===== src/rtl/uart_pkg.sv =====
// Shared UART definitions for the receive and transmit ends of the link.
package uart_pkg;

  localparam int DATA_BITS = 8;

  typedef enum logic [2:0] {
    ST_IDLE,
    ST_START,
    ST_DATA,
    ST_PARITY,
    ST_STOP,
    ST_BREAK
  } uart_state_e;

  // Result of one received character, registered as a unit when the stop bit is decided.
  typedef struct packed {
    logic [DATA_BITS-1:0] data;
    logic                 perr;
    logic                 serr;
  } rx_result_t;

  // Clocks per oversample tick (integer division, truncating).
  function automatic int calc_div(input int clk_freq, input int baud, input int os);
    return clk_freq / (baud * os);
  endfunction

endpackage


===== src/rtl/uart_baud_tick.sv =====
// Oversample tick generator: one-clk tick every DIV clocks; clr restarts the phase.
// Latency: tick is combinational from the counter; no backpressure.
module uart_baud_tick #(
  parameter int DIV = 325
) (
  input  logic clk,
  input  logic reset,
  input  logic clr,
  output logic tick
);

  localparam int CW = (DIV > 1) ? $clog2(DIV) : 1;

  logic [CW-1:0] cnt_q, cnt_d;

  always_comb begin
    tick  = (cnt_q == CW'(DIV - 1));
    cnt_d = tick ? '0 : cnt_q + CW'(1);
    if (clr) cnt_d = '0;
  end

  always_ff @(posedge clk or negedge reset) begin
    if (!reset) cnt_q <= '0;
    else        cnt_q <= cnt_d;
  end

endmodule


===== src/rtl/uart_rx_oversampled.sv =====
// 8N1/8E1/8O1 UART receiver, 16x oversampled with 2-of-3 majority per bit.
// Latency: Valid_rx 1 clk after the stop-bit decision; no backpressure (Valid_rx is a pulse).
module uart_rx_oversampled
  import uart_pkg::*;
#(
  parameter int CLK_FREQ   = 50_000_000,
  parameter int BAUD_RATE  = 9600,
  parameter int OVERSAMPLE = 16,
  parameter int PARITY_EN  = 1,
  parameter int PARITY_ODD = 0
) (
  input  logic                 clk,
  input  logic                 reset,
  input  logic                 RXD,
  output logic [DATA_BITS-1:0] RX_Data,
  output logic                 Valid_rx,
  output logic                 Parity_error,
  output logic                 Stop_error,
  output logic                 rx_busy
);

  localparam int DIV = calc_div(CLK_FREQ, BAUD_RATE, OVERSAMPLE);
  localparam int M   = OVERSAMPLE / 2;
  localparam int SW  = $clog2(OVERSAMPLE);

  logic [1:0]           sync_q;
  logic                 rxs, rxs_prev_q;
  uart_state_e          state_q, state_d;
  logic [SW-1:0]        scnt_q, scnt_d;
  logic [2:0]           bidx_q, bidx_d;
  logic [1:0]           smp_q, smp_d;
  logic [DATA_BITS-1:0] shreg_q, shreg_d;
  logic                 pbit_q, pbit_d;
  logic                 busy_q, busy_d;
  logic                 valid_q, valid_d;
  rx_result_t           res_q, res_d;
  logic                 tick, tick_clr, maj, at_dec, at_wrap;

  assign rxs = sync_q[1];

  uart_baud_tick #(.DIV(DIV)) u_tick (
    .clk   (clk),
    .reset (reset),
    .clr   (tick_clr),
    .tick  (tick)
  );

  always_comb begin
    state_d  = state_q;
    scnt_d   = scnt_q;
    bidx_d   = bidx_q;
    smp_d    = smp_q;
    shreg_d  = shreg_q;
    pbit_d   = pbit_q;
    busy_d   = busy_q;
    valid_d  = 1'b0;
    res_d    = res_q;
    tick_clr = 1'b0;

    // The third vote is the live sample taken at the decision point itself.
    maj     = (smp_q[0] & smp_q[1]) | (smp_q[0] & rxs) | (smp_q[1] & rxs);
    at_dec  = tick && (scnt_q == SW'(M + 1));
    at_wrap = tick && (scnt_q == SW'(OVERSAMPLE - 1));

    if (state_q != ST_IDLE && tick) begin
      scnt_d = at_wrap ? '0 : scnt_q + SW'(1);
      if (scnt_q == SW'(M - 1) || scnt_q == SW'(M)) smp_d = {smp_q[0], rxs};
    end

    case (state_q)
      ST_IDLE: begin
        if (rxs_prev_q && !rxs) begin
          state_d  = ST_START;
          scnt_d   = '0;
          tick_clr = 1'b1;
        end
      end
      ST_START: begin
        if (at_dec) begin
          if (maj) state_d = ST_IDLE;
          else     busy_d  = 1'b1;
        end else if (at_wrap) begin
          state_d = ST_DATA;
          bidx_d  = '0;
        end
      end
      ST_DATA: begin
        if (at_dec) shreg_d = {maj, shreg_q[DATA_BITS-1:1]};
        if (at_wrap) begin
          bidx_d = bidx_q + 3'd1;
          if (bidx_q == 3'd7) state_d = (PARITY_EN != 0) ? ST_PARITY : ST_STOP;
        end
      end
      ST_PARITY: begin
        if (at_dec)  pbit_d  = maj;
        if (at_wrap) state_d = ST_STOP;
      end
      ST_STOP: begin
        // Leave half a bit early so the next start edge is never missed under baud skew.
        if (at_dec) begin
          valid_d    = 1'b1;
          busy_d     = 1'b0;
          res_d.data = shreg_q;
          res_d.serr = ~maj;
          res_d.perr = (PARITY_EN != 0) ? ((^{shreg_q, pbit_q}) != (PARITY_ODD != 0)) : 1'b0;
          state_d    = maj ? ST_IDLE : ST_BREAK;
        end
      end
      ST_BREAK: begin
        if (rxs) state_d = ST_IDLE;
      end
      default: state_d = ST_IDLE;
    endcase
  end

  always_ff @(posedge clk or negedge reset) begin
    if (!reset) begin
      sync_q     <= 2'b11;
      rxs_prev_q <= 1'b1;
      state_q    <= ST_IDLE;
      scnt_q     <= '0;
      bidx_q     <= '0;
      smp_q      <= 2'b11;
      shreg_q    <= '0;
      pbit_q     <= 1'b0;
      busy_q     <= 1'b0;
      valid_q    <= 1'b0;
      res_q      <= '0;
    end else begin
      sync_q     <= {sync_q[0], RXD};
      rxs_prev_q <= rxs;
      state_q    <= state_d;
      scnt_q     <= scnt_d;
      bidx_q     <= bidx_d;
      smp_q      <= smp_d;
      shreg_q    <= shreg_d;
      pbit_q     <= pbit_d;
      busy_q     <= busy_d;
      valid_q    <= valid_d;
      res_q      <= res_d;
    end
  end

  assign RX_Data      = res_q.data;
  assign Parity_error = res_q.perr;
  assign Stop_error   = res_q.serr;
  assign Valid_rx     = valid_q;
  assign rx_busy      = busy_q;

endmodule


===== config.mk =====
export PLATFORM = sky130hd
export DESIGN_NAME = uart_rx_oversampled
export DESIGN_NICKNAME = d
export VERILOG_FILES = /design/src/rtl/uart_pkg.sv /design/src/rtl/uart_baud_tick.sv /design/src/rtl/uart_rx_oversampled.sv
export SDC_FILE = /design/constraint.sdc
export NUM_CORES = 1
export LEC_CHECK = 0
export CAP_MARGIN = 20
export CORE_MARGIN = 1.5
export CORE_UTILIZATION = 45
export DETAILED_ROUTE_END_ITERATION = 7
export PLACE_DENSITY = 0.61
export SETUP_SLACK_MARGIN = 0.2
export SLEW_MARGIN = 20
export SYNTH_ARGS = -nofsm -noshare
export SYNTH_HDL_FRONTEND = slang
export SYNTH_SLANG_ARGS = --single-unit

===== constraint.sdc =====
create_clock -name clk -period 5.8 [get_ports clk]
set_input_delay 1.16 -clock clk [delete_from_list [all_inputs] [get_ports clk]]
set_output_delay 1.16 -clock clk [all_outputs]
set_load 0.01 [all_outputs]

# Word level (Yosys, flattened, before mapping)

Cells that the tools add are included.

Register bits: 45
Latch bits: 0
Bits in writable memories: 0
ROM bits: 0
Input bits: 3
Output and inout port bits: 12
Logic and storage cells: 93
Memories kept: 0

$add $sub $neg: 3
Multipliers: 0
Div/mod/pow operators: 0
$lt $le $gt $ge: 0
Equal/unequal tests: 23
Shift-type cells: 0
Multiplexer cells: 29
Bitwise gates (word level): 6
Reductions and logical operators: 18

Operators by type and width:

| operator                                       | number |
|---|---|
| two-way mux 3 bit                              | 13 |
| != test 2 bit (second input constant)          | 10 |
| two-way mux 9 bit                              | 2 |
| one-hot mux 3 bit (6 select lines)             | 1 |
| two-way mux 4 bit                              | 4 |
| == test 4 bit (second input constant)          | 3 |
| adder 9 x 1 -> 9 bit (second input constant)   | 1 |
| == test 3 bit (second input constant)          | 3 |
| == test 9 bit (second input constant)          | 1 |
| parity 9 bit                                   | 1 |
| AND reduction 2 bit                            | 4 |
| AND reduction 4 bit                            | 2 |
| AND reduction 8 bit                            | 1 |
| two-way mux 1 bit                              | 7 |
| == test 3 x 2 -> 1 bit (second input constant) | 2 |
| != test 3 bit (second input constant)          | 2 |
| one-hot mux 3 bit (2 select lines)             | 1 |
| adder 4 x 1 -> 4 bit (second input constant)   | 1 |
| == test 4 x 3 -> 1 bit (second input constant) | 1 |
| logical AND 1 bit                              | 4 |
| nonzero test 2 bit                             | 2 |
| adder 3 x 1 -> 3 bit (second input constant)   | 1 |
| bitwise AND 1 bit                              | 3 |
| == test 3 x 1 -> 1 bit (second input constant) | 1 |
| other kinds (7)                                | 8 |

# Depth between registers and ports, before layout

Gate-level depths: netlist of the first run.

Word-level depth: 6
Mapped depth: 8
Depth with buffers taken out: 7

# Modules after synthesis

Synthesis of the first run repeated with hierarchy kept, for this count alone.

Cells, all modules: 194
Area, all modules: 2230.9 um2

By module, submodules not included:

| module              | instances | cells an instance | area each (um2) | seq. area each (um2) |
|---|---|---|---|---|
| uart_rx_oversampled | 1         | 147               | 1742.9          | 907.1 |
| uart_baud_tick      | 1         | 47                | 488.0           | 225.2 |

# Worst setup path after synthesis of the first run

No wires, ideal clock.

Kind: reg-to-reg
From: register u_tick.cnt_q[0]
To: register state_q[2]
Library setup time: 125 ps
Arrival: 1777 ps
Required time: 5675 ps
Setup slack: 3897 ps
Stages on the path, launching flop included: 8
Buffers on the path: 0
Clock period less this slack: 1903 ps
Cell sequence: dfrtp_1 -> inv_1 -> ha_1 -> nand4b_1 -> nor2_8 -> o221a_2 -> o21ai_2 -> mux2_4

Cells in the longest elaborated chain, start to end: 4
Elaborated cells between the ends (all ways): 11
Those cells by class: eq/ne (6); mux (2); reduce/logical (3)

Ends and longest elaborated chain:

| item                                                                                | RTL line                                             | text |
|---|---|---|
| from (decl)                                                                         | uart_baud_tick.sv:14                                 | `logic [CW-1:0] cnt_q, cnt_d;` |
| from (signal assigned)                                                              | uart_baud_tick.sv:24                                 | `else cnt_q <= cnt_d;` |
| == test 9 bit (*)                                                                   | uart_baud_tick.sv:17                                 | `tick = (cnt_q == CW'(DIV - 1));` |
| logical AND 1 bit (on tied branches)                                                | uart_rx_oversampled.sv:62, uart_rx_oversampled.sv:63 |  |
| != test 3 bit (no line), or another cell as far along                               | --                                                   |  |
| AND reduction 8 bit (no line) or one-hot mux 3 bit (6 select lines) (tied branches) | --                                                   |  |
| to (signal assigned)                                                                | uart_rx_oversampled.sv:132                           | `state_q <= state_d;` |
| to (decl)                                                                           | uart_rx_oversampled.sv:28                            | `uart_state_e state_q, state_d;` |

Every way passes the cells marked *; elsewhere a longest branch is shown, timed or not.
A chain may end at the register's enable or synchronous reset.

# Worst setup path in the final report of the first run

From: register res_q (netlist bit RX_Data[3])
To: output RX_Data[3]

RTL lines:

| item                   | RTL line                   | text |
|---|---|---|
| from (decl)            | uart_rx_oversampled.sv:36  | `rx_result_t res_q, res_d;` |
| from (signal assigned) | uart_rx_oversampled.sv:140 | `res_q <= res_d;` |
| to (decl)              | uart_rx_oversampled.sv:15  | `output logic [DATA_BITS-1:0] RX_Data,` |

No word-level cell between the ends.

==> results by group, run 1 <==
Setup path
  – Worst path slowest cell: clkdlybuf4s50_1
  – CP top delay family: buffers and inverters
  – Worst r2r src: scnt_q[1]$_DFF_PN0_
  – Worst Path Arrival: 1.20 ns
  – R2r endpoint: state_q[2]$_DFFE_PN0P_
  – Data required time at the worst endpoint: 4.64 ns
  – CP Max Fanout: 2
  – Worst setup SP type: flop
  – R2r worst-path depth: 7
  – Max incr delay on CP: 0.55 ns
  – Critical Path Sink Type: primary output
  – R2R Setup Slk: 3.73 ns
  – Buf/Inv on CP: 1
  – Setup CP Type: reg -> out
  – Cells along the critical path: clkdlybuf4s50_1

Placement
  – Placer congestion estimate: 0.750
  – DP Wirelength: 2780 um
  – Area after DPL: 0.00242 mm^2
  – Number of I/O port buffers: 14

Outcome
  – Outcome: finished, final reports clean

Logic synthesis
  – Post-synthesis async set-or-reset flop share: 1.00
  – Net count after synthesis: 201
  – Number of flops mapped to enable cells by yosys: 0
  – Synth Instances: 191
  – Synth Flop Type: dfrtp_1
  – Mapped Area: 0.00223 mm^2
  – Mean Syn Cell Area: 11.7 um^2
  – Distinct cells, synth: 42
  – Sequential area share after synthesis: 0.508
  – Yosys warnings: 0
  – Flip-flop and latch count after synthesis: 45

CTS
  – H-tree Lvls: 2
  – Cts repair resizes: 0
  – Worst skew pair latency: 0.29 ns
  – # Post-CTS Setup Buffers: 0
  – Cts hold-fix bufs: 0
  – CTS buffer count: 5
  – CTS root buf: clkbuf_8
  – Max clock buf depth: 2
  – Clock sink count: 45
  – Clock-pin slew on the worst setup and hold paths: 0.08 ns
  – TritonCTS clock tree: built

Power and ir drop
  – Cell Pwr Density: 276 mW/mm^2
  – Max rail drop VDD: 0.120 mV
  – Leak: 0.00118 uW
  – Total power: 700 uW

Routing
  – Detail Route Antenna Nets: 0
  – Drt pass-1 iters: 4
  – Detailed router's first-iteration violation count: 83
  – Drt wl/cell: 14.3 um
  – Vias: 1,425
  – Post-Route WL: 3950 um
  – DRC errors left: 0
  – Vias per cell: 5.18

Timing
  – Final Max Tran Viols: 0
  – Fmax: 424 MHz
  – Clock Skews: 0.00460 ns
  – Fin. Hold Viols: 0
  – Final worst path period need: 2.36 ns
  – Setup_tns: 0 ns
  – Worst-Margin Slew: 0.967 ns
  – Fin crit share: 0.407
  – RSZ-0062 raised after global routing: false
  – Final setup violation count: 0
  – Worst rel slew slack: 0.355
  – Hold WS: 0.364 ns

Min path
  – Hold path cells: 0
  – Hold endpoint: sync_q[1]$_DFF_PN1_
  – HP Start: sync_q[0]$_DFF_PN1_
  – Hold WC Path Type: reg -> reg

Final layout
  – Syn-to-layout area delta: 13.8%
  – Design area: 0.00254 mm^2
  – Net count reported at finish: 217
  – Share of cells above drive strength 1: 0.197
  – Post-layout util: 0.534
  – Antenna Cells: 0

Die
  – Die area: 0.00539 mm^2
  – Die height: 73.4 um
  – Die X-Extent: 73.4 um
  – Total core area: 0.00475 mm^2
  – IO Pins: 15
  – Row Count: 25
  – Initial Util: 0.469

Global routing
  – GRT Resource Usage Total: 0.167
  – Initial antenna violation count: 0
  – Largest net degree at the start of global routing: 46
  – Global-route wire length before repair: 6740 um
  – Vias in the first global route: 1,414
  – GR Overflow Total: 0

Flow run
  – Maxcap violations: 0
-- layout by cell type, fill, tap and decap left out, types with 2 or more instances in the layout --
| cell | n |
|---|---|
| dfrtp_1 | 40 |
| nand2_1 | 15 |
| mux2_2 | 15 |
| clkdlybuf4s50_1 | 13 |
| nor2_1 | 12 |
| xor2_1 | 9 |
| o21ai_0 | 9 |
| nand3_1 | 8 |
| xnor2_1 | 8 |
| nor2b_1 | 7 |
| ha_1 | 7 |
| inv_1 | 6 |
| clkbuf_8 | 6 |
| mux2_4 | 5 |
| dfstp_2 | 5 |
| nand4_1 | 4 |
| a21oi_1 | 4 |
| or3_1 | 3 |
| nand2b_1 | 2 |
| and3_1 | 2 |
| mux2i_1 | 2 |
| nor3_1 | 2 |
| a31oi_1 | 2 |
| nand3b_1 | 2 |
-- worst max path at each step --
stage	slack, ns	endpoint	startpoint	cells after the start
4_1_cts	3.42	RX_Data[3]	RX_Data[3]$_DFFE_PN0P_	1
3_5_place_dp	3.74	smp_q[1]$_DFFE_PN1P_	u_tick.cnt_q[0]$_DFF_PN0_	7
5_1_grt	3.39	RX_Data[1]	RX_Data[1]$_DFFE_PN0P_	1
2_1_floorplan	3.90	state_q[2]$_DFFE_PN0P_	u_tick.cnt_q[0]$_DFF_PN0_	7
6_report	3.44	RX_Data[3]	RX_Data[3]$_DFFE_PN0P_	1
3_3_place_gp	3.77	RX_Data[3]	RX_Data[3]$_DFFE_PN0P_	1
-- per-stage QoR --
stage | cells | setup slack [ns]
6_report | 275 | 3.44
4_1_cts | 275 | 3.42
5_1_grt | 275 | 3.39
3_3_place_gp | 267 | 3.77
3_5_place_dp | 267 | 3.74
2_1_floorplan | 191 | 3.90
-- synthesized netlist by cell type, types with 2 or more instances --
library cell,number,area (um^2)
o21ai_0,9,45.0
ha_1,7,87.6
nand2b_1,2,12.5
a31oi_1,2,12.5
or3_1,3,18.8
mux2i_1,2,20.0
xnor2_1,8,70.1
nand2_1,15,56.3
mux2_2,15,169
nand3_1,8,40.0
nor2_1,12,45.0
nor2b_1,7,43.8
nor3_1,2,10.0
a21oi_1,4,20.0
dfstp_2,5,131
nand4_1,4,25.0
clkbuf_1,3,11.3
and3_1,2,12.5
xor2_1,9,78.8
inv_1,6,22.5
dfrtp_1,40,1000
nand3b_1,2,15.0
mux2_4,5,75.1
-- layer usage --
| metal | track usage | part of all wire | vias up |
|---|---|---|---|
| met1 | 0.222 | 0.46 | 702 |
| li1 | - | - | 691 |
| met3 | 0.0302 | 0.028 | 9 |
| met2 | 0.261 | 0.48 | 23 |
| met5 | 0 | 0 | - |
| met4 | 0.0864 | 0.023 | 0 |
-- registers in the layout, indices dropped and copies added (netlist names) --
register	flops
state_q	3
smp_q	2
Stop_error	1
bidx_q	3
scnt_q	4
rxs_prev_q	1
rx_busy	1
Valid_rx	1
sync_q	2
u_tick.cnt_q	9
shreg_q	8
Parity_error	1
pbit_q	1
RX_Data	8
-- where the power goes --
| group | switching (uW) | leakage [uW] | internal, uW | total, uW |
|---|---|---|---|---|
| combinational | 56.2 | 0.000517 | 43.1 | 99.2 |
| clock | 97.7 | 0.0000585 | 140 | 238 |
| sequential | 31.0 | 0.000605 | 331 | 362 |
-- layout make-up --
type | instances | area [um^2]
flip-flops and latches | 45 | 1130
inverters | 6 | 22.5
repair buffers | 14 | 135
clock inverters | 1 | 30.0
clock buffers | 7 | 86.3
multi-input cells | 135 | 1050
well taps | 67 | 83.8
fillers | 410 | 2220
-- logic make-up (layout without fill, tap and decap cells) --
kind of cell | Yosys count | count (layout) | share of synthesized area
AO/OA/AOI/OAI | 22 | 22 | 0.0617
XOR/XNOR | 17 | 17 | 0.0668
adder cells (fa/ha/maj) | 8 | 8 | 0.0438
buffers and inverters | 11 | 28 | 0.0224
flip-flops | 45 | 45 | 0.508
multiplexers | 22 | 22 | 0.118
AND/OR/NAND/NOR | 66 | 66 | 0.179
Note: power is estimated with default switching activity, not from simulation.
==> inputs of run 2 (changes only) <==
Settings changed: PLACE_DENSITY 0.61 to 0.63.
Clock period 5.8 ns to 2 ns, I/O delays scaled along.
==> run 2 against run 1 <==
Net effect: sequential power grew to 2.9 times the previous value; final cell count increased by 6.9%; core utilization rose by 5.2 points; worst setup slack worse by 3.3 ns; cell area grew 9.7%; critical path depth grew 4; sequential cell count did not move; count of clock-buffer cells in the layout shrank 2; first-iteration DRC count is 14% higher; critical endpoint is now state_q[2]$_DFFE_PN0P_; sequential share of layout area decreased by 3.9 points; routed wire length grew 5.0%.
==> results by group, run 2 (synthesized netlist as in run 1, its figures left out) <==
Power and ir drop
  – Leak: 0.00130 uW (+10%)
  – Sw Share: 0.260 (-0.00378)
  – Psw: 583 uW (+220%)
  – Cell Pwr Density: 804 mW/mm^2 (+190%)
  – Max rail drop VDD: 0.438 mV (+270%)
  – Portion of total power attributed to the clock network: 0.363 (+0.023)
  – Total power: 2240 uW (+220%)
  – Combinational cell fraction of total power: 0.174 (+0.032)
  – Internal power: 1660 uW (+220%)
  – Flop pwr share: 0.463 (-0.055)

Final layout
  – Syn-to-layout area delta: 24.9%
  – Max reg flops: 9 (unchanged)
  – Biggest register: u_tick.cnt_q
  – Share of cells above drive strength 1: 0.304 (+0.107)
  – Commonest non-fill, non-tap cell in the layout: dfrtp_1
  – Net count reported at finish: 236 (+8.8%)
  – Final std cells w/o fill: 294 (+6.9%)
  – Filler Cell Count: 394 (-3.9%)
  – Most frequent cells in the layout: dfrtp_1, buf_4, nand2_1, mux2_2, clkdlybuf4s50_1
  – Antenna Cells: 0 (unchanged)

Setup path
  – Max incr delay on CP: 0.61 ns (+0.06 ns)
  – Worst Path Arrival: 2.07 ns (+0.87 ns)
  – Worst setup SP type: flop
  – Critical Path Sink Type: flop
  – R2R Setup Slk: 0.11 ns (-3.62 ns)
  – Cells along the critical path: or4b_4 -> nor2_8 -> o221a_4 -> o21ai_2 -> mux2_4
  – Worst r2r src: u_tick.cnt_q[5]$_DFF_PN0_
  – Data required time at the worst endpoint: 2.18 ns (-2.46 ns)
  – R2r worst-path depth: 5 (-2)
  – R2r endpoint: state_q[2]$_DFFE_PN0P_
  – Worst path slowest cell: or4b_4
  – CP Max Fanout: 6 (+4)
  – Setup CP Type: reg -> reg

CTS
  – Worst skew pair latency: 0.29 ns (about the same)
  – H-tree Lvls: 2 (unchanged)
  – Clock-pin slew on the worst setup and hold paths: 0.08 ns (about the same)
  – Clock sink count: 45 (unchanged)
  – CTS buffer count: 5 (unchanged)
  – TritonCTS clock tree: built
  – Cts hold-fix bufs: 0 (unchanged)
  – Max clock buf depth: 2 (unchanged)
  – CTS root buf: clkbuf_8

Die
  – Die X-Extent: 73.4 um (unchanged)
  – IO Pins: 15 (unchanged)
  – Total core area: 0.00475 mm^2 (unchanged)
  – Row Count: 25 (unchanged)
  – Die height: 73.4 um (unchanged)
  – Initial Util: 0.469 (unchanged)
  – Die area: 0.00539 mm^2 (unchanged)

Flow run
  – Maxcap violations: 0 (unchanged)

Placement
  – Place WS: 0.0191 ns (-3.72 ns)
  – Placer congestion estimate: 0.839 (+12%)
  – Number of I/O port buffers: 14 (unchanged)
  – DP Wirelength: 2850 um (+2.5%)
  – Placed Cells: 273 (+2.2%)

Routing
  – DRC errors left: 0 (unchanged)
  – Vias per cell: 5.08 (-1.9%)
  – Detailed router's first-iteration violation count: 95 (+14%)
  – Detail Route Antenna Nets: 0 (unchanged)
  – Drt wl/cell: 14.1 um (-1.8%)
  – Post-Route WL: 4140 um (+5.0%)
  – Vias: 1,494 (+4.8%)
  – Drt pass-1 iters: 4 (unchanged)

Timing
  – Final setup violation count: 0 (unchanged)
  – Final Max Tran Viols: 0 (unchanged)
  – Setup ws final: 0.107 ns (-3.33 ns)
  – Fin. Hold Viols: 0 (unchanged)
  – Worst rel slew slack: 0.608 (+0.253)
  – Worst-Margin Slew: 0.588 ns (-0.379 ns)
  – RSZ-0062 raised after global routing: true
  – Fin crit share: 0.946
  – Final worst path period need: 1.89 ns
  – Clock Skews: 0.00536 ns (+0.000763 ns)
  – Fmax: 528 MHz
  – Setup_tns: 0 ns (unchanged)

Global routing
  – Initial antenna violation count: 0 (unchanged)
  – Global-route wire length before repair: 6900 um (+2.4%)
  – Vias in the first global route: 1,441 (+1.9%)
  – Largest net degree at the start of global routing: 25 (-46%)
  – GR Overflow Total: 0 (unchanged)
  – GRT Resource Usage Total: 0.170 (+0.00378)

Outcome
  – Outcome: finished, final reports clean

Min path
  – Hold WC Path Type: in -> async
[run 2: cell types whose count changed in the layout (fill, tap and decap cells not counted), moves of 2 or more]
cell / delta
o21ai_1: +2
buf_4: +17
a21oi_1: -3
mux2_4: +2
o21ai_0: -2
nand2_1: -2
a21oi_2: +2
mux2_2: -2
[run 2: power by group through the flow]
| stage | sequential [uW] | clock, uW | combinational (uW) |
|---|---|---|---|
| 2_1_floorplan | 1030 | 0 | 272 |
| 3_3_place_gp | 1050 | 0 | 321 |
| 3_5_place_dp | 1050 | 0 | 337 |
| 4_1_cts | 1040 | 842 | 366 |
| 5_1_grt | 1050 | 882 | 434 |
| 6_report | 1040 | 813 | 389 |
[run 2: layer usage]
layer / wire length (um) / global-route usage / part of all wire
met3: 129 / 0.0549 / 0.031
met4: 68 / 0.0741 / 0.016
met5: 0 / 0 / 0
met1: 1960 / 0.234 / 0.47
met2: 1980 / 0.247 / 0.48
[run 2: worst max-delay path, delay by kind of cell (launching register included)]
| family | cells | cell delay, ns |
|---|---|---|
| AOI/OAI and AO/OA | 2 | 0.30 |
| and+or+nand+nor | 2 | 0.81 |
| DFF | 1 | 0.39 |
| muxes | 1 | 0.29 |
[run 2: what timing repair did]
action | in CTS | in global routing
gates resized for setup | 2 | 11
buffers inserted | 9 | 4
gates cloned | 0 | 0
pin swaps | 4 | 2
endpoints found under the setup margin | 26 | 31
[run 2: final cells by class]
| class | count | area (um^2) | share of cell area |
|---|---|---|---|
| repair buffers | 33 | 294 | 0.106 |
| flip-flops and latches | 45 | 1130 | 0.407 |
| well taps | 67 | 83.8 | 0.0301 |
| inverters | 6 | 22.5 | 0.00809 |
| multi-input cells | 135 | 1110 | 0.400 |
| clock inverters | 3 | 68.8 | 0.0247 |
| clock buffers | 5 | 68.8 | 0.0247 |
[run 2: worst max-delay path by stage]
stage,startpoint,to,slack [ns],cells after the start
after floorplan,u_tick.cnt_q[4]$_DFF_PN0_,RX_Data[3]$_DFFE_PN0P_,0.13,5
after global placement,u_tick.cnt_q[4]$_DFF_PN0_,RX_Data[4]$_DFFE_PN0P_,0.07,4
after detailed placement,scnt_q[1]$_DFF_PN0_,shreg_q[1]$_DFFE_PN0P_,0.02,6
after CTS,u_tick.cnt_q[5]$_DFF_PN0_,state_q[2]$_DFFE_PN0P_,0.12,5
after global routing,u_tick.cnt_q[0]$_DFF_PN0_,bidx_q[0]$_DFFE_PN0P_,0.06,8
final,u_tick.cnt_q[5]$_DFF_PN0_,state_q[2]$_DFFE_PN0P_,0.11,5
[run 2: metrics by stage]
step	hold slack [ns]	util	cell area, um^2
after CTS	0.110	0.571	2710
after detailed placement	0.347	0.527	2510
final	0.103	0.586	2780
after global placement	0.351	0.527	2510
after floorplan	0.104	-	2260
after global routing	0.119	0.586	2780
==> inputs of run 3 (changes only) <==
Settings changed: SKIP_CTS_REPAIR_TIMING set to 1.
==> run 3 against run 2 <==
Net effect: power grew 0.60%; core utilization shrank 1.2 points; worst setup slack gained 0.0024 ns; maximum frequency grew 0.13%; sequential power is essentially flat; non-clock buffer count shrank 7; routed wire length grew 2.1%; register-to-register slack is essentially flat; final cell count shrank 2.0%; first-iteration DRC count shrank 18%; highest routed layer unchanged.
==> results by group, run 3 (synthesized netlist as in run 1, its figures left out) <==
Final layout
  – Syn-to-layout area delta: 22.4%
  – Max reg flops: 9 (unchanged)
  – Commonest non-fill, non-tap cell in the layout: dfrtp_1
  – Most frequent cells in the layout: dfrtp_1, nand2_1, mux2_2, clkdlybuf4s50_1, nor2_1
  – Antenna Cells: 0 (unchanged)
  – Filler Cell Count: 401 (+1.8%)
  – Biggest register: u_tick.cnt_q
  – Share of cells above drive strength 1: 0.276 (-0.0279)
  – Final std cells w/o fill: 288 (-2.0%)
  – Net count reported at finish: 230 (-2.5%)

Die
  – Row Count: 25 (unchanged)
  – Initial Util: 0.469 (unchanged)
  – Die height: 73.4 um (unchanged)
  – Die X-Extent: 73.4 um (unchanged)
  – Total core area: 0.00475 mm^2 (unchanged)
  – IO Pins: 15 (unchanged)
  – Die area: 0.00539 mm^2 (unchanged)

Power and ir drop
  – Total power: 2250 uW (+0.60%)
  – Internal power: 1650 uW (-0.38%)
  – Flop pwr share: 0.462 (about the same)
  – Portion of total power attributed to the clock network: 0.365 (+0.002)
  – Leak: 0.00126 uW (-2.9%)
  – Sw Share: 0.268 (+0.00717)
  – Psw: 603 uW (+3.4%)
  – Combinational cell fraction of total power: 0.173 (about the same)
  – Cell Pwr Density: 825 mW/mm^2 (+2.6%)
  – Max rail drop VDD: 0.453 mV (+3.3%)

Routing
  – Drt wl/cell: 14.7 um (+4.2%)
  – Drt pass-1 iters: 4 (unchanged)
  – Post-Route WL: 4230 um (+2.1%)
  – DR top layer: met4
  – Met3 routed WL: 122 um (-5.4%)
  – Vias per cell: 5.11 (+0.58%)
  – DRC errors left: 0 (unchanged)
  – Metal2 WL: 2040 um (+3.0%)
  – Detailed router's first-iteration violation count: 78 (-18%)
  – Vias: 1,472 (-1.5%)
  – Detail Route Antenna Nets: 0 (unchanged)
  – Wire length on met1: 1980 um (+0.87%)

Setup path
  – R2R Setup Slk: 0.11 ns (about the same)
  – Data required time at the worst endpoint: 2.19 ns (about the same)
  – Worst setup SP type: flop
  – Critical Path Sink Type: flop
  – R2r endpoint: state_q[2]$_DFFE_PN0P_
  – R2r worst-path depth: 5 (unchanged)
  – Setup CP Type: reg -> reg
  – Worst r2r src: u_tick.cnt_q[4]$_DFF_PN0_
  – Worst Path Arrival: 2.08 ns (about the same)
  – CP Max Fanout: 5 (-1)

CTS
  – Worst skew pair latency: 0.29 ns (about the same)
  – Clock sink count: 45 (unchanged)
  – CTS root buf: clkbuf_8
  – CTS buffer count: 5 (unchanged)
  – TritonCTS clock tree: built
  – Max clock buf depth: 2 (unchanged)
  – H-tree Lvls: 2 (unchanged)
  – Clock-pin slew on the worst setup and hold paths: 0.09 ns (about the same)

Timing
  – Fin crit share: 0.945 (-0.00121)
  – Fin. Hold Viols: 0 (unchanged)
  – Final worst path period need: 1.89 ns (-0.00242 ns)
  – RSZ-0062 raised after global routing: true
  – Setup_tns: 0 ns (unchanged)
  – Worst rel slew slack: 0.616 (+0.00775)
  – Final Max Tran Viols: 0 (unchanged)
  – Clock Skews: 0.00468 ns (-0.000683 ns)
  – Final setup violation count: 0 (unchanged)
  – Fmax: 529 MHz (+0.13%)
  – Worst-Margin Slew: 0.577 ns (-0.0116 ns)

Placement
  – Number of I/O port buffers: 14 (unchanged)
  – Placed Cells: 273 (unchanged)
  – Placer congestion estimate: 0.839 (unchanged)
  – DP Wirelength: 2850 um (unchanged)

Global routing
  – Vias in the first global route: 1,380 (-4.2%)
  – Global-route wire length before repair: 6730 um (-2.5%)
  – GRT Resource Usage Total: 0.166 (-0.00470)
  – Initial antenna violation count: 0 (unchanged)
  – Largest net degree at the start of global routing: 25 (unchanged)
  – GR Overflow Total: 0 (unchanged)

Outcome
  – Outcome: finished, final reports clean

Flow run
  – Maxcap violations: 0 (unchanged)

Min path
  – Hold WC Path Type: in -> async
[run 3: changes by cell type in the layout (fill, tap and decap cells not counted), sizes merged]
cell	before	now
nor2	13	14
buf	20	13
[run 3: worst max path at each step]
stage                                   to                       from  depth (start not counted)  slack [ns]
floorplan           RX_Data[3]$_DFFE_PN0P_  u_tick.cnt_q[4]$_DFF_PN0_                          5        0.13
global placement    RX_Data[4]$_DFFE_PN0P_  u_tick.cnt_q[4]$_DFF_PN0_                          4        0.07
detailed placement  shreg_q[1]$_DFFE_PN0P_        scnt_q[1]$_DFF_PN0_                          6        0.02
CTS                 shreg_q[1]$_DFFE_PN0P_        scnt_q[1]$_DFF_PN0_                          6       -0.01
global route         bidx_q[0]$_DFFE_PN0P_  u_tick.cnt_q[4]$_DFF_PN0_                          5        0.03
finish              state_q[2]$_DFFE_PN0P_  u_tick.cnt_q[4]$_DFF_PN0_                          5        0.11
[run 3: layout make-up]
cell class | instances | area (um^2) | share of cell area
Clock buffer | 5 | 68.8 | 0.0252
Clock inverter | 3 | 68.8 | 0.0252
Inverter | 6 | 22.5 | 0.00825
Multi-Input combinational cell | 136 | 1110 | 0.408
Sequential cell | 45 | 1130 | 0.415
Tap cell | 67 | 83.8 | 0.0307
Timing Repair Buffer | 26 | 238 | 0.0871
[run 3: worst max-delay path, stage by stage (launching register included)]
cell	delay, ns
dfrtp_1	0.40
or4b_4	0.60
nor2_8	0.20
o221a_4	0.24
o21ai_2	0.06
mux2_4	0.29
[run 3: metal layers]
metal  up-vias  global-route usage
li1        724                   -
met1       720               0.232
met2        20               0.244
met3         8              0.0466
met4         0              0.0638
met5         -                   0
[run 3: power groups by stage]
stage / combinational, uW / clock [uW] / sequential [uW]
after floorplan: 272 / 0 / 1030
after global placement: 321 / 0 / 1050
after detailed placement: 337 / 0 / 1050
after CTS: 338 / 842 / 1040
after global routing: 434 / 879 / 1050
final: 389 / 822 / 1040
[run 3: through the flow]
stage / hold WS [ns] / setup slack, ns / area, um^2 / util
floorplan: 0.104 / 0.131 / 2260 / -
global placement: 0.351 / 0.0750 / 2510 / 0.527
detailed placement: 0.347 / 0.0191 / 2510 / 0.527
CTS: 0.110 / -0.0135 / 2640 / 0.556
global route: 0.122 / 0.0342 / 2730 / 0.574
finish: 0.0927 / 0.110 / 2730 / 0.574
